$ cat config.mk
export PLATFORM = sky130hd
export DESIGN_NAME = mini2_top
export DESIGN_NICKNAME = d
export VERILOG_FILES = /design/src/rtl/mini2_top.sv
export SDC_FILE = /design/constraint.sdc
export NUM_CORES = 1
export LEC_CHECK = 0
export BUFFER_PORTS_ARGS = -buffer_cell sky130_fd_sc_hd__buf_2
export CORE_ASPECT_RATIO = 1.2
export CORE_UTILIZATION = 30
export CTS_BUF_LIST = sky130_fd_sc_hd__clkbuf_16
export DETAILED_ROUTE_END_ITERATION = 16
export MAX_ROUTING_LAYER = met4
export PLACE_DENSITY = 0.56
export RECOVER_POWER = 25
export SLEW_MARGIN = 20
export SYNTH_ARGS = -nofsm -noshare
export SYNTH_HDL_FRONTEND = slang
export SYNTH_SLANG_ARGS = --single-unit
$ cat constraint.sdc
create_clock -name clk -period 3.59 [get_ports clk]
set_input_delay 0.359 -clock clk [delete_from_list [all_inputs] [get_ports clk]]
set_output_delay 0.359 -clock clk [all_outputs]
set_load 0.01 [all_outputs]
$ cat src/rtl/mini2_top.sv
// mini2_top: RGB colour-wheel LED driver, three PWM channels sweeping six hue segments.
// Define RGB_ACTIVE_HIGH_EN for active-high outputs (default active-low, current-sink pins).
module mini2_top #(
    parameter int PWM_INTERVAL  = 1200,
    parameter int STEP_INTERVAL = 1667
) (
    input  logic clk,
    input  logic rst_n,
    output logic RGB_R,
    output logic RGB_G,
    output logic RGB_B
);
    localparam int PW = $clog2(PWM_INTERVAL + 1);
    localparam int SW = $clog2(STEP_INTERVAL + 1);
    localparam logic [PW-1:0] M  = PW'(PWM_INTERVAL);
    localparam logic [PW-1:0] M1 = PW'(PWM_INTERVAL - 1);
    localparam logic [SW-1:0] S1 = SW'(STEP_INTERVAL - 1);
`ifdef RGB_ACTIVE_HIGH_EN
    localparam logic OFF = 1'b0;
`else
    localparam logic OFF = 1'b1;
`endif

    logic [PW-1:0] pwm_cnt_q, pwm_cnt_d, ramp_q, ramp_d;
    logic [PW-1:0] duty_r, duty_g, duty_b;
    logic [SW-1:0] step_cnt_q, step_cnt_d;
    logic [2:0]    seg_q, seg_d, on, rgb_q, rgb_d;
    logic          step;

    always_comb begin
        step       = step_cnt_q == S1;
        pwm_cnt_d  = pwm_cnt_q == M1 ? '0 : pwm_cnt_q + 1'b1;
        step_cnt_d = step ? '0 : step_cnt_q + 1'b1;
        ramp_d     = step ? (ramp_q == M1 ? '0 : ramp_q + 1'b1) : ramp_q;
        // Illegal codes 6/7 fall back to seg 0 on the next step.
        seg_d      = !step           ? seg_q :
                     seg_q > 3'd5    ? 3'd0  :
                     ramp_q != M1    ? seg_q :
                     seg_q == 3'd5   ? 3'd0  : seg_q + 3'd1;
        duty_r = M;
        duty_g = ramp_q;
        duty_b = '0;
        case (seg_q)
            3'd1: begin duty_r = M - ramp_q; duty_g = M;          duty_b = '0;     end
            3'd2: begin duty_r = '0;         duty_g = M;          duty_b = ramp_q; end
            3'd3: begin duty_r = '0;         duty_g = M - ramp_q; duty_b = M;      end
            3'd4: begin duty_r = ramp_q;     duty_g = '0;         duty_b = M;      end
            3'd5: begin duty_r = M;          duty_g = '0;         duty_b = M - ramp_q; end
            default: ;
        endcase
        on = {pwm_cnt_q < duty_r, pwm_cnt_q < duty_g, pwm_cnt_q < duty_b};
`ifdef RGB_ACTIVE_HIGH_EN
        rgb_d = on;
`else
        rgb_d = ~on;
`endif
    end

    always_ff @(posedge clk or negedge rst_n) begin
        if (!rst_n) begin
            pwm_cnt_q  <= '0;
            step_cnt_q <= '0;
            ramp_q     <= '0;
            seg_q      <= '0;
            rgb_q      <= {3{OFF}};
        end else begin
            pwm_cnt_q  <= pwm_cnt_d;
            step_cnt_q <= step_cnt_d;
            ramp_q     <= ramp_d;
            seg_q      <= seg_d;
            rgb_q      <= rgb_d;
        end
    end

    assign {RGB_R, RGB_G, RGB_B} = rgb_q;
endmodule

### Word-level counts from Yosys, hierarchy flattened

Index checks and enable logic that the tools add are counted.

* bits of input ports: 2
* register bits after elaboration: 39
* logic and storage cells: 39

* reductions and logical operators: 5
* mux-type cells: 9
* order comparisons: 4
* equal/unequal tests: 10
* bitwise gates (word level): 1
* add/subtract/negate cells: 5

Operator list (number)
* $pmux W11 S3: 3
* $add A11 B1 Y11 const B: 3
* $eq A11 B11 Y1 const B: 3
* $lt A11 B11 Y1: 3
* $mux W11: 3
* $ne A11 B11 Y1 const B: 1
* $sub A11 B11 Y11 const A: 1
* $mux W3: 3
* $reduce_or A2 Y1: 4
* $eq A3 B2 Y1 const B: 2
* $eq A3 B3 Y1 const B: 2
* $add A3 B1 Y3 const B: 1
* $eq A3 B1 Y1 const B: 1
* $gt A3 B3 Y1 const B: 1
* $not A3 Y3: 1
* $ne A2 B2 Y1 const B: 1
* $reduce_and A2 Y1: 1

### Logic depth before layout (Yosys ltp)

* depth in word-level cells: 5
* gate-level depth with buffers: 16

### Worst setup path after synthesis

OpenSTA, ideal clock, no wires.

* path kind: reg2reg
* from: reg seg_q[0]
* to: reg rgb_q[1]
* data required time: 3.499 ns
* clock period less this slack: 3.241 ns
* buffers on the path: 5
* data arrival time: 3.150 ns
* stages on the path, launching flop included: 15
* setup slack: 0.349 ns
* path through: dfrtp_1 -> buf_2 -> clkbuf_1 -> clkbuf_1 -> and2_1 -> ha_1 -> clkbuf_1 -> inv_1 -> clkbuf_1 -> o31a_1 -> ha_1 -> and3b_1 -> and3_1 -> a2111oi_0 -> o31ai_1

* longest elaborated chain between the ends: 5
* elaborated cells on any way between the ends: 10
* those cells by class: order compare (1); eq/ne (5); mux (1); bitwise (1); reduce/logical (2)

RTL lines
* from (decl): RTL line 27 `logic [2:0] seg_q, seg_d, on, rgb_q, rgb_d;`
* from (signal assigned): RTL line 70 `seg_q <= seg_d;`
* $eq A3 B3 Y1 (tied with other cells): RTL line 43 `case (seg_q)`
* $reduce_or A2 Y1 (no line)
* $pmux W11 S3 *: RTL line 43
* $lt A11 B11 Y1 *: RTL line 51 `on = {pwm_cnt_q < duty_r, pwm_cnt_q < duty_g, pwm_cnt_q < duty_b};`
* $not A3 Y3 *: RTL line 55 `rgb_d = ~on;`
* net rgb_d[1]: RTL line 27
* to (signal assigned): RTL line 65 `rgb_q <= {3{OFF}};`
* to (signal assigned): RTL line 71 `rgb_q <= rgb_d;`
* to (decl): RTL line 27

The timed path passes the listed nets; every way through them passes the cells marked *.
A chain may end at the register's enable or synchronous reset.

### Worst setup path in the final report

* from: reg ramp_q[0]
* to: reg rgb_q[1]

* longest elaborated chain between the ends: 4

RTL lines
* from (decl): RTL line 24 `logic [PW-1:0] pwm_cnt_q, pwm_cnt_d, ramp_q, ramp_d;`
* from (signal assigned): RTL line 69 `ramp_q <= ramp_d;`
* $sub A11 B11 Y11: RTL line 46 `3'd3: begin duty_r = '0; duty_g = M - ramp_q; duty_b = M; end`
* $pmux W11 S3 *: RTL line 43
* $lt A11 B11 Y1 *: RTL line 51
* $not A3 Y3 *: RTL line 55
* net rgb_d[1]: RTL line 27

Marks and branches as above.

==> out/metrics.cfg <==
[cts]
htree_levels = 2
clockBufferDepth = 2
cts.sinks = 39
cts_root_buf = clkbuf_16
cts.clk_slew.worst_paths_ps = 60
cts_tree = done
holdBufCountCts = 0
cts_resized = 0
clk_latency_ps = 290
cts_buffers = 5
postCtsSetupRepairBufs = 0

[sta]
fin_crit_sh_pct = 91.5
fin_skew_ps = 3.91
setup_viol_count_final = 0
slew_violations = 40
tightest_slew_ps = 2200
rsz0062_at_grt = false
clock.fmax_mhz = 304
final-hold-violation-count = 0
setup_tns_ps = 0
slew_headroom_pct = -46.6
fin_crit_ps = 3290

[power_and_ir_drop]
leakagePower_nw = 1.48
ir_drop_mv = 0.147
power_density_nw_per_um2 = 267

[place]
portBuffers = 4
gp_congestion = 0.854
dpl.hpwl_um = 6430
placedCellCount = 510
detailed_place.area_um2 = 3490

[yosys]
synth-edff-count = 0
synth_area_um2 = 3350
synth-seq-cells = 39
ys_warn_count = 0
ys_async_sr_fraction_pct = 100
syn_inst = 393
ys_types = 61
syn_area_per_cell_um2 = 8.54
syn_nets = 431
synth_flop_cell = dfrtp_1
yosysSeqAreaShare_pct = 29.2

[final_layout]
synthToLayoutAreaGrowth_pct = 9.03
drive_gt1_share_pct = 8.74
nets = 426
final_area_um2 = 3660
diodes = 0
fin_cells = 518

[global_route]
grt.total_usage_pct = 15.8
gr-total-overflow = 0
grt_max_degree = 40
antenna_found_initial = 0
grt_pass1_vias = 2774
grt_pass1_wl_um = 14200

[setup_path]
path_cells = inv_1 -> ha_1 -> nor3b_2 -> xnor2_1 -> nor2_1 -> a211oi_1 -> ha_1 -> a21oi_1 -> o21ai_0 -> a2111oi_0 -> o31ai_1
arrival_ps = 3470
slowest_stage = a2111oi_0
worstSetupPathType = flip-flop to flip-flop
crit_path_start_kind = flip-flop
cp_common_cell = ha_1
slowest_delay_ps = 700
critPathLaunch = ramp_q[0]$_DFFE_PN0N_
crit_required_ps = 3780
worstRegToRegCells = 11
crit_path_end_kind = flip-flop
r2r_slack_ps = 300
cp_max_fo = 11
reg2reg_from = ramp_q[0]$_DFFE_PN0N_

[die]
die-area_um2 = 11600
die_w_um = 98.5
rows = 41
core-area_um2 = 10700
start_util_pct = 31.3
die_h_um = 118
pin_count = 5

[worst_hold_path]
hold_class = flip-flop to flip-flop
worstHoldStart = step_cnt_q[8]$_DFF_PN0_
whs_path_depth = 1

[route]
routed_wl_um = 8550
route.detailed.drc = 0
drtPass1Iterations = 7
viasPerCell = 5.67
wl_per_cell_um = 16.5
route.antenna.remaining_nets = 0
vias = 2939
first_iter_violations = 245

[job]
maxCapViolations = 1

[status]
outcome = finished, violations left
failed_checks = capacitance limit, slew limit

[critical path: cells and delay by family, from the launching register on]
| kind | cells | cell delay [ps] |
|---|---|---|
| buffers and inverters | 1 | 100 |
| and+or+nand+nor | 2 | 500 |
| DFF | 1 | 500 |
| AOI/OAI and AO/OA | 5 | 1360 |
| xor gates and xnor gates | 1 | 230 |
| adders and majority gates | 2 | 510 |
[Yosys cell counts (4+ instances only)]
| library cell | number | share of area (%) |
|---|---|---|
| or2_2 | 4 | 0.75 |
| o21ai_0 | 28 | 4.2 |
| nand2_1 | 26 | 2.9 |
| nor3_1 | 8 | 1.2 |
| a221oi_1 | 4 | 1.0 |
| dfrtp_1 | 36 | 27 |
| a21oi_1 | 27 | 4.0 |
| a22oi_1 | 9 | 2.0 |
| ha_1 | 36 | 13 |
| a21o_1 | 10 | 2.2 |
| nor2_1 | 31 | 3.5 |
| nand4_1 | 8 | 1.5 |
| nand2b_1 | 8 | 1.5 |
| inv_1 | 14 | 1.6 |
| nand3_1 | 15 | 2.2 |
| xnor2_1 | 21 | 5.5 |
| buf_2 | 7 | 1.0 |
| clkbuf_1 | 14 | 1.6 |
| xor2_1 | 7 | 1.8 |
| and3_1 | 5 | 0.93 |
| nor4_1 | 5 | 0.93 |
| and4_1 | 5 | 1.3 |
[layer usage]
metal / vias to the layer above / GRT usage [%] / share of wire [%]
li1: 1437 / - / -
met1: 1451 / 19.8 / 45
met2: 43 / 26.6 / 52
met3: 8 / 2.73 / 2.7
met4: 0 / 3.08 / 0.92
met5: - / - / 0
[placed cells by master, fill, tap and decap left out, drive strengths merged, types with 7 or more instances in the layout]
cell    instances
ha             36
dfrtp          36
nor2           32
o21ai          28
a21oi          27
nand2          26
xnor2          21
nand3          15
inv            15
buf            11
a21o           10
a22oi           9
nand4           9
nand2b          8
nor3            8
xor2            7
[cells by family (layout without fill, tap and decap cells)]
logic type | count (synthesis) | in the layout | synth area share (%)
simple gates | 138 | 138 | 23.1
compound gates | 112 | 112 | 21.7
flops | 39 | 39 | 29.2
buf+inv | 39 | 35 | 4.96
fa+ha+maj | 36 | 36 | 13.4
xor+xnor | 28 | 28 | 7.31
mux | 1 | 1 | 0.298
[state kept, by name, summed over array words and instances (netlist names)]
name / flops
ramp_q: 11
rgb_q: 3
seg_q: 3
step_cnt_q: 11
pwm_cnt_q: 11
[worst paths after layout]
| check | endpoint |
|---|---|
| setup reg to reg | rgb_q[1]$_DFF_PN1_ |
| min in group asynchronous | pwm_cnt_q[7]$_DFF_PN0_ |
| hold reg to reg | step_cnt_q[8]$_DFF_PN0_ |
| max in group asynchronous | ramp_q[8]$_DFFE_PN0N_ |
| hold / removal | step_cnt_q[8]$_DFF_PN0_ |
| setup / recovery | rgb_q[1]$_DFF_PN1_ |
[area by class of cell]
cell class	instances	area [um2]
fill	1089	7060
inverter	15	56.3
timing repair buffer	12	78.8
multi-input combinational	315	2210
tap	129	161
clock inverter	3	47.5
clock buffer	5	125
sequential	39	980
[report_power, final]
group | switching [mW] | leakage (nW) | internal (mW) | total [mW]
clock network | 0.195 | 0.0844 | 0.332 | 0.527
registers | 0 | 0.506 | 0.440 | 0.440
logic | 0.00870 | 0.886 | 0.000168 | 0.00886
[stage by stage]
stage          hold slack [ps]  power (mW)  utilization [%]  setup WS [ps]
3_3_place_gp               486       0.458             32.5            308
4_1_cts                    243       0.989             34.1            234
3_5_place_dp               486       0.458             32.5            260
2_1_floorplan             63.4       0.448                -            349
5_1_grt                    539        1.01             34.1           49.8
6_report                   491       0.975             34.1            304
No activity file was read; power rests on OpenSTA's default activity.
